==> config.mk <==
export PLATFORM = sky130hd
export DESIGN_NAME = pri_dec_3x8_hold
export DESIGN_NICKNAME = d
export VERILOG_FILES = /design/src/rtl/pri_dec_3x8_hold.sv
export SDC_FILE = /design/constraint.sdc
export NUM_CORES = 1
export LEC_CHECK = 0
export ABC_AREA = 1
export BUFFER_PORTS_ARGS = -buffer_cell sky130_fd_sc_hd__clkbuf_2
export CORE_MARGIN = 3
export CORE_UTILIZATION = 33
export DETAILED_ROUTE_END_ITERATION = 7
export PLACE_DENSITY = 0.56
export SYNTH_ARGS = -nofsm -noshare
export SYNTH_HDL_FRONTEND = slang
export SYNTH_SLANG_ARGS = --single-unit
==> constraint.sdc <==
create_clock -name clk -period 2.13 [get_ports clk]
set_input_delay 0.1065 -clock clk [delete_from_list [all_inputs] [get_ports clk]]
set_output_delay 0.1065 -clock clk [all_outputs]
set_load 0.02 [all_outputs]
==> src/rtl/pri_dec_3x8_hold.sv <==
// ---------------------------------------------------------------------------
// pri_dec_3x8_hold
//
// Purpose:
//   Receiving end of the 8x3 priority-encoded request path. Accepts a 3-bit
//   line index D with a valid/ready handshake and drives the matching one-hot
//   line on Y. The line is held for HOLD_CYCLES cycles. Y and ready then stay
//   low for GAP_CYCLES cycles before the next index can be accepted.
//   Y and busy are registered. ready is combinational from state, E and rst.
//
// Parameters:
//   HOLD_CYCLES : cycles each one-hot output stays asserted (1..255)
//   GAP_CYCLES  : all-zero cycles after a hold, ready low (0..255)
//
// Ports:
//   clk      in   1  clock, rising edge
//   rst      in   1  synchronous active-high reset
//   E        in   1  enable; 0 blocks acceptance and aborts an active hold
//   D        in   3  encoded line index
//   valid    in   1  D is valid this cycle
//   ready    out  1  block can accept D this cycle
//   Y        out  8  registered one-hot output, zero when idle
//   busy     out  1  high while in HOLD or GAP
//   hist_clr in   1  (PRI_DEC_HIST_EN only) clear the sticky history
//   hist     out  8  (PRI_DEC_HIST_EN only) sticky OR of all accepted lines
//
// Build option:
//   Define PRI_DEC_HIST_EN to add the hist_clr/hist ports and the
//   sticky history register.
// ---------------------------------------------------------------------------
module pri_dec_3x8_hold #(
    parameter int HOLD_CYCLES = 4,
    parameter int GAP_CYCLES  = 1
) (
    input  logic       clk,
    input  logic       rst,
    input  logic       E,
    input  logic [2:0] D,
    input  logic       valid,
    output logic       ready,
    output logic [7:0] Y,
    output logic       busy
`ifdef PRI_DEC_HIST_EN
    ,
    input  logic       hist_clr,
    output logic [7:0] hist
`endif
);

    // Out-of-range parameters are rejected at elaboration time.
    if ((HOLD_CYCLES < 1) || (HOLD_CYCLES > 255)) begin : g_bad_hold
        $error("pri_dec_3x8_hold: HOLD_CYCLES must be in 1..255");
    end
    if ((GAP_CYCLES < 0) || (GAP_CYCLES > 255)) begin : g_bad_gap
        $error("pri_dec_3x8_hold: GAP_CYCLES must be in 0..255");
    end

    localparam logic [7:0] HOLD_LOAD = 8'(HOLD_CYCLES - 1);
    localparam logic [7:0] GAP_LOAD  = (GAP_CYCLES > 0) ? 8'(GAP_CYCLES - 1) : 8'd0;
    localparam logic       HAS_GAP   = (GAP_CYCLES > 0) ? 1'b1 : 1'b0;

    typedef enum logic [1:0] {
        ST_IDLE = 2'd0,
        ST_HOLD = 2'd1,
        ST_GAP  = 2'd2
    } state_t;

    state_t     state_q, state_d;
    logic [7:0] cnt_q,   cnt_d;
    logic [7:0] y_q,     y_d;
    logic       busy_q,  busy_d;
    logic       ready_s;
    logic       xfer_s;

    assign ready_s = (state_q == ST_IDLE) & E & ~rst;
    assign xfer_s  = valid & ready_s;

    // Next-state, counter and registered-output computation.
    always_comb begin
        state_d = state_q;
        cnt_d   = cnt_q;
        y_d     = y_q;
        busy_d  = busy_q;
        case (state_q)
            ST_IDLE: begin
                if (xfer_s) begin
                    y_d     = 8'b0000_0001 << D;
                    cnt_d   = HOLD_LOAD;
                    state_d = ST_HOLD;
                    busy_d  = 1'b1;
                end else begin
                    y_d    = 8'h00;
                    busy_d = 1'b0;
                end
            end
            ST_HOLD: begin
                if (!E) begin
                    // Abort: drop the line and return straight to idle, no gap.
                    y_d     = 8'h00;
                    cnt_d   = 8'd0;
                    state_d = ST_IDLE;
                    busy_d  = 1'b0;
                end else if (cnt_q == 8'd0) begin
                    y_d = 8'h00;
                    if (HAS_GAP) begin
                        cnt_d   = GAP_LOAD;
                        state_d = ST_GAP;
                        busy_d  = 1'b1;
                    end else begin
                        state_d = ST_IDLE;
                        busy_d  = 1'b0;
                    end
                end else begin
                    cnt_d = cnt_q - 8'd1;
                end
            end
            ST_GAP: begin
                // E is deliberately ignored here; the gap always runs out.
                if (cnt_q == 8'd0) begin
                    state_d = ST_IDLE;
                    busy_d  = 1'b0;
                end else begin
                    cnt_d = cnt_q - 8'd1;
                end
            end
            default: begin
                state_d = ST_IDLE;
                cnt_d   = 8'd0;
                y_d     = 8'h00;
                busy_d  = 1'b0;
            end
        endcase
    end

    // State, counter and output registers with synchronous reset.
    always_ff @(posedge clk) begin
        if (rst) begin
            state_q <= ST_IDLE;
            cnt_q   <= 8'd0;
            y_q     <= 8'h00;
            busy_q  <= 1'b0;
        end else begin
            state_q <= state_d;
            cnt_q   <= cnt_d;
            y_q     <= y_d;
            busy_q  <= busy_d;
        end
    end

    assign ready = ready_s;
    assign Y     = y_q;
    assign busy  = busy_q;

`ifdef PRI_DEC_HIST_EN
    logic [7:0] hist_q, hist_d;

    // Sticky history: clear takes effect first, then the new line is ORed in.
    always_comb begin
        hist_d = hist_q;
        if (hist_clr) begin
            hist_d = 8'h00;
        end else begin
            hist_d = hist_q;
        end
        if (xfer_s) begin
            hist_d = hist_d | (8'b0000_0001 << D);
        end else begin
            hist_d = hist_d;
        end
    end

    // History register with synchronous reset.
    always_ff @(posedge clk) begin
        if (rst) begin
            hist_q <= 8'h00;
        end else begin
            hist_q <= hist_d;
        end
    end

    assign hist = hist_q;
`endif

endmodule
After elaboration in Yosys (flattened, before gate mapping)
Index checks and enable logic that the tools add are counted.
{"block": "totals", "wordCells": 42, "out_inout_bits": 10, "regBits": 19, "input_bits": 7}
{"block": "op_classes", "n_eq_ne": 6, "mux": 19, "reduce_logical": 6, "bitwise": 5, "shifts": 1, "addsub": 1}
{"operator": "two-way mux 8 bit", "n": 7}
{"operator": "case mux 8 bit (3 select lines)", "n": 2}
{"operator": "zero test 8 bit", "n": 1}
{"operator": "two-way mux 2 bit", "n": 4}
{"operator": "left shift 1 x 3 -> 8 bit (first input constant)", "n": 1}
{"operator": "subtractor 8 x 1 -> 8 bit (second input constant)", "n": 1}
{"operator": "!= test 2 bit (second input constant)", "n": 3}
{"operator": "case mux 2 bit (3 select lines)", "n": 1}
{"operator": "AND reduction 2 bit", "n": 3}
{"operator": "two-way mux 1 bit", "n": 4}
{"operator": "bitwise AND 1 bit", "n": 3}
{"operator": "!= test 3 bit (second input constant)", "n": 1}
{"operator": "case mux 1 bit (3 select lines)", "n": 1}
{"operator": "AND reduction 3 bit", "n": 1}
{"operator": "equality test 2 x 1 -> 1 bit (second input constant)", "n": 1}
{"operator": "equality test 2 bit (second input constant)", "n": 1}
{"operator": "zero test 2 bit", "n": 1}
{"operator": "NOT 1 bit", "n": 2}

Depth between registers and ports, before layout
Gate-level depths: netlist of the first run.
{"block": "depth", "depth_word": 6, "mapped_depth": 10, "depth_no_buf": 10}

Worst setup path before layout of the first run
OpenSTA, ideal clock, no wires.
{"block": "synth_path", "path_kind": "register to register", "from": "register cnt_q[0]", "to": "register cnt_q[1]", "path_stages_with_launch": 11, "setup_slack_ps": 781, "n_path_buf": 1, "required_ps": 2014, "period_less_slack_ps": 1349, "t_arrival_ps": 1234, "setup_ps": 116, "cell_sequence": "dfxtp_1 inv_1 ha_1 nand2_1 o21ai_2 nand2_2 buf_6 nand2_2 nand2_1 nand2_1 a21oi_1"}
{"block": "synth_via", "elab_chain_len": 4, "elab_cells_between_ends": 8, "classes_between": "add/sub: 1; eq/ne: 1; mux: 4; reduce/logical: 2"}
{"item": "start: declaration", "line": "69", "source": "logic [7:0] cnt_q, cnt_d;"}
{"item": "start signal: assignment", "line": "144", "source": "cnt_q <= cnt_d;"}
{"item": "subtractor 8 x 1 -> 8 bit or zero test 8 bit (tied branches)"}
{"item": "two-way mux 8 bit", "line": "103", "source": "end else if (cnt_q == 8'd0) begin"}
{"item": "two-way mux 8 bit", "line": "97", "source": "if (!E) begin"}
{"item": "case mux 8 bit (3 select lines)", "line": "84", "source": "case (state_q)"}
Several ways; a longest one is shown, not always the timed one. The select of a mux whose other input is x is not followed.
A chain may end at the register's enable or synchronous reset.

Worst setup path after layout of the first run
Ends and elaborated chain as after synthesis.

==> results.toml, run 1 <==
[run]
maxCapViolCount = 0

[global_route]
overflow = 0
track_usage_pct = 12.0
grt_max_degree = 16
grt_pass1_wl_mm = 3.85
antenna_found_initial = 0
grt_pass1_vias = 910

[clocking]
hold_buffers = 0
htreeDepth = 1
cts_buffers = 3
clkTransAtPathRegs_ns = 0.11
cts_tree = "done"
post_cts_resized = 0
clock-sinks = 19
cts_setup_buffers = 0
cts_root_buf = "clkbuf_4"
cts_buffer_depth = 2
insertion_delay_ns = 0.30

[place]
portBuffers = 16
gp_congestion = 0.812
dp_hpwl_mm = 1.65
postPlaceCellArea_um2 = 1180

[drt]
ant_nets = 0
routed_wl_mm = 2.17
num_vias = 925
drc_errors = 0
drt_iter0_markers = 29
vias_per_cell = 4.58
firstDrtPassIters = 3
wl_per_cell_um = 10.7

[yosys]
syn_avg_cell_area_um2 = 7.49
syn_inst = 142
synth_warnings = 0
syn_area_um2 = 1060
ys_seq_elements = 19
yosysSeqAreaShare_pct = 35.8
synth_top_cell_by_area = "dfxtp_1"
yosysTopAreaCellShare_pct = 35.8
synth.distinct_cells = 28
synth_area_leaders = "dfxtp_1, nand2_1, a21oi_1"
synth_nets = 151

[pwr]
power.density_nw_per_um2 = 628
total_power_mw = 0.759
seqPwrFrac_pct = 50.8
p_leak_nw = 0.521
p_sw_share_pct = 32.7
peakVddDrop_mv = 0.318
intPower_mw = 0.510
clkPwrFrac_pct = 24.2
p_comb_share_pct = 25.1
p_switching_mw = 0.248

[timing]
max_slew_margin_pct = 77.4
fin_skew_ns = 0.0104
finalMaxSlewViolations = 0
grt_setup_unrepaired = "false"
timing.fmax_mhz = 660
setup_violations = 0
worst_slew_pin_slew_ns = 0.335
setup-tns-final_ns = 0
period_needed_ns = 1.51
hold_viol_final = 0
fin_crit_sh_pct = 71.1

[critical_path]
critPathSlowestCell = "dfxtp_1"
cp-end-kind = "flip-flop"
critPathTopFamily = "simple AND/OR/NAND/NOR gates"
max_stage_delay_ns = 0.35
worstSetupPathType = "reg2reg"
worstSetupStartpointType = "flip-flop"
worstPathRequired_ns = 2.31
cp_max_fo = 11
crit_chain = "inv_1, ha_1, nand2_1, o21ai_2, nand2_2, nand2_2, nand2_1, nand2_1, a21oi_1"
cp.arrival_ns = 1.69
path_buf_inv = 1
crit_path_frequent_cell = "nand2_1"

[floorplanning]
start_util_pct = 36.7
die_h_um = 62.8
core_area_um2 = 2900
rows = 19
die_area_um2 = 3940
ios = 17
dieWidth_um = 62.8

[min_path]
worst_hold_path_type = "in2reg"

[cells_and_area]
nets = 170
diodes = 0
fillCellCount = 307
synthToLayoutAreaGrowth_pct = 13.5
drive_above_1_share_pct = 27.5
stdcell_area_um2 = 1210

[status]
status = "finished clean"
==> cell usage after synthesis (all sizes together) <==
| cell | n |
|---|---|
| nand2 | 36 |
| inv | 21 |
| dfxtp | 19 |
| a21oi | 16 |
| nor2 | 16 |
| nand3 | 12 |
| nand4 | 6 |
| nor3 | 4 |
| o21ai | 3 |
| ha | 2 |
| buf | 1 |
| clkbuf | 1 |
| nand3b | 1 |
| o211ai | 1 |
| o21bai | 1 |
| or2 | 1 |
| xnor2 | 1 |
==> state kept, by name (all words and copies together), names as in the netlist <==
| signal | flops |
|---|---|
| cnt_q | 8 |
| state_q | 2 |
| busy | 1 |
| Y | 8 |
==> routing by layer <==
layer | vias to the layer above | GRT usage, % | share of wire, %
li1 | 496 | - | -
met1 | 414 | 14.9 | 50
met2 | 13 | 19.6 | 45
met3 | 2 | 3.96 | 3.6
met4 | 0 | 3.58 | 0.92
met5 | - | 0 | 0
==> stage by stage <==
stage | cells | worst slack [ns] | hold WS (ns) | utilization (%)
detailed placement | 198 | 0.639 | 0.426 | 40.7
finish | 202 | 0.616 | 0.105 | 41.6
floorplan | 142 | 0.781 | 0.176 | -
global placement | 198 | 0.685 | 0.423 | 40.7
CTS | 202 | 0.618 | 0.0917 | 41.6
global route | 202 | 0.477 | 0.0904 | 41.6
==> layout by cell type, fill, tap and decap left out, types with 2 or more instances in the layout <==
| cell | count |
|---|---|
| nand3_2 | 2 |
| a21oi_1 | 14 |
| nor3_1 | 3 |
| nor2_1 | 10 |
| dfxtp_1 | 19 |
| inv_2 | 3 |
| nand2_2 | 3 |
| nand2_1 | 29 |
| nor2_4 | 3 |
| nor2_2 | 3 |
| o21ai_0 | 2 |
| a21oi_2 | 2 |
| clkbuf_4 | 3 |
| inv_1 | 17 |
| ha_1 | 2 |
| nand3_1 | 10 |
| clkbuf_2 | 16 |
| nand4_1 | 6 |
| nand2_4 | 3 |
==> power by group through the flow <==
stage | clock network (mW) | registers, mW | logic [mW]
6_report | 0.183 | 0.385 | 0.190
5_1_grt | 0.208 | 0.387 | 0.217
4_1_cts | 0.195 | 0.385 | 0.193
3_5_place_dp | 0 | 0.393 | 0.192
3_3_place_gp | 0 | 0.393 | 0.190
2_1_floorplan | 0 | 0.392 | 0.153
==> logic make-up (layout without fill, tap and decap cells) <==
| kind of cell | count (synthesis) | after routing | synth area share (%) |
|---|---|---|---|
| AND/OR/NAND/NOR | 76 | 76 | 39.3 |
| buffers and inverters | 23 | 41 | 9.29 |
| AO/OA/AOI/OAI | 21 | 21 | 12.5 |
| flip-flops | 19 | 19 | 35.8 |
| adder cells (fa/ha/maj) | 2 | 2 | 2.35 |
| XOR/XNOR | 1 | 1 | 0.824 |
==> layout make-up <==
type	instances	area, um2	share of cell area (%)
Inverter	21	83.8	6.94
Clock buffer	4	26.3	2.18
Sequential cell	19	380	31.5
Tap cell	42	52.6	4.35
Timing Repair Buffer	16	80.1	6.63
Multi-Input combinational cell	100	584	48.4
==> path summary, 6_finish.rpt <==
check             slack [ns]  depth (start not counted)    endpoint     start
setup reg to reg        0.62                          9    cnt_q[1]  cnt_q[0]
hold reg to reg         0.47                          2        Y[5]      Y[5]
setup / recovery        0.62                          9    cnt_q[1]  cnt_q[0]
hold / removal          0.11                          3  state_q[1]         E
==> worst reg2reg max path: stages, from the launching register on <==
cell and delay, ns:
dfxtp_1 0.35, inv_1 0.09, ha_1 0.14, nand2_1 0.11
o21ai_2 0.25, nand2_2 0.20, nand2_2 0.10, nand2_1 0.05
nand2_1 0.05, a21oi_1 0.05
(Power assumes the default switching activity.)
==> run 2: changes to the inputs <==
--- a/config.mk
+++ b/config.mk
@@ -10,7 +10,7 @@
 export CORE_MARGIN = 3
 export CORE_UTILIZATION = 33
 export DETAILED_ROUTE_END_ITERATION = 7
-export PLACE_DENSITY = 0.56
+export PLACE_DENSITY = 0.58
 export SYNTH_ARGS = -nofsm -noshare
 export SYNTH_HDL_FRONTEND = slang
 export SYNTH_SLANG_ARGS = --single-unit
==> constraint.sdc (replaced) <==
create_clock -name clk -period 1.25 [get_ports clk]
set_input_delay 0.0625 -clock clk [delete_from_list [all_inputs] [get_ports clk]]
set_output_delay 0.0625 -clock clk [all_outputs]
set_load 0.02 [all_outputs]
==> results.toml, run 2 (synthesis results as in run 1) <==
[global_route]
grt_max_degree = 15
grt_pass1_wl_mm = 4.37
overflow = 0
grt_pass1_vias = 1021
antenna_found_initial = 0
track_usage_pct = 13.9

[timing]
hold_ws_ns = 0.0267
timing.fmax_mhz = 764
setup-tns-final_ns = -0.312
finalMaxSlewViolations = 0
worst_slew_pin_slew_ns = 0.245
setup_ws_ns = -0.0583
hold_viol_final = 0
setup_violations = 7
fin_skew_ns = 0.0161
period_needed_ns = 1.31
fin_crit_sh_pct = 105
grt_setup_unrepaired = "true"
max_slew_margin_pct = 83.6

[min_path]
worst_hold_path_type = "in2reg"
hold_end = "Y[6]"
holdCritStartpoint = "D[1]"
whs_path_depth = 3

[pwr]
total_power_mw = 1.51
p_comb_share_pct = 33.2
p_leak_nw = 0.689
peakVddDrop_mv = 0.496
p_switching_mw = 0.526
seqPwrFrac_pct = 43.3
power.density_nw_per_um2 = 1010
intPower_mw = 0.981
clkPwrFrac_pct = 23.5
p_sw_share_pct = 34.9

[clocking]
insertion_delay_ns = 0.32
clock-sinks = 19
cts_buffer_depth = 2
cts_tree = "done"
cts_buffers = 3
clkTransAtPathRegs_ns = 0.14
cts_root_buf = "clkbuf_4"
htreeDepth = 1

[floorplanning]
core_area_um2 = 2900
die_area_um2 = 3940
ios = 17
start_util_pct = 36.7
die_h_um = 62.8
rows = 19
dieWidth_um = 62.8

[drt]
highest_layer = "met4"
wl_met1_mm = 1.23
num_vias = 1039
firstDrtPassIters = 4
wl_met2_mm = 1.18
drc_errors = 0
vias_per_cell = 4.66
drt_iter0_markers = 19
routed_wl_mm = 2.57
ant_nets = 0
wl_met3_um = 81
wl_per_cell_um = 11.5

[critical_path]
worst_r2r_endpoint = "cnt_q[6]"
cp-end-kind = "flip-flop"
reg2reg_depth = 10
r2r-start = "cnt_q[1]"
worstPathRequired_ns = 1.50
rrSetupSlack_ns = -0.06
cp.arrival_ns = 1.56
worstSetupPathType = "reg2reg"
worstSetupStartpointType = "flip-flop"
cp_max_fo = 8

[status]
violations = "negative setup slack"
status = "finished with violations"

[place]
dp_hpwl_mm = 1.82
dp_cells = 213
portBuffers = 16
gp_congestion = 0.927

[cells_and_area]
fin_cells = 223
drive_above_1_share_pct = 49.7
diodes = 0
synthToLayoutAreaGrowth_pct = 40.7
seqCellArea_um2 = 384
final_cell_mix = "nand2_1, buf_4, dfxtp_1"
fillCellCount = 275
nets = 191
multi_input_area_um2 = 693

[run]
maxCapViolCount = 0
run 2: cell types whose count changed in the layout (fill, tap and decap cells not counted), sizes merged:
cell / previous run / this run
buf: 0 / 22
clkbuf: 20 / 18
clkinvlp: 0 / 1
run 2: worst max-delay path by stage:
stage / from / end
after detailed placement: cnt_q[6] / cnt_q[2]
after CTS: cnt_q[1] / cnt_q[6]
after floorplan: cnt_q[2] / cnt_q[1]
after global placement: cnt_q[6] / cnt_q[2]
after global routing: cnt_q[1] / cnt_q[6]
final: cnt_q[1] / cnt_q[6]
run 2: layout make-up:
cell class	instances	area share, %
Sequential cell	19	25.7
Clock buffer	3	1.51
Tap cell	42	3.51
Inverter	21	5.94
Multi-Input combinational cell	100	46.3
Timing Repair Buffer	37	16.6
Clock inverter	1	0.502
run 2: stage by stage:
step	worst slack, ns	util [%]	instance area [um2]
finish	-0.0583	51.6	1500
global route	-0.194	51.6	1500
CTS	-0.0562	47.6	1380
detailed placement	-0.131	45.4	1320
global placement	-0.115	45.4	1320
floorplan	0.00489	-	1090
run 2: power by group through the flow:
stage / combinational, mW / clock, mW / sequential [mW]
after floorplan: 0.278 / 0 / 0.671
after global placement: 0.409 / 0 / 0.665
after detailed placement: 0.415 / 0 / 0.665
after CTS: 0.449 / 0.351 / 0.652
after global routing: 0.550 / 0.405 / 0.658
final: 0.500 / 0.354 / 0.653
run 2: timing repair:
action                     4_1_cts  5_1_grt
setup buffers                    2        4
resized for setup                6       25
setup endpoints to repair        9       18
pin swaps                        2        5
hold buffers                     0        0
run 2: routing by layer:
metal  global-route usage [%]  vias up
li1                         -      537
met1                     17.8      481
met2                     21.6       15
met3                     2.70        6
met4                     8.26        0
met5                        0        -
run 2: critical path: stages (launching register included):
cell	delay, ns
dfxtp_2	0.35
inv_2	0.07
ha_4	0.14
nand2_4	0.06
nor2_4	0.13
nand2_4	0.08
nand2_8	0.11
inv_8	0.05
nand2_4	0.08
nand3_2	0.06
a21oi_2	0.10
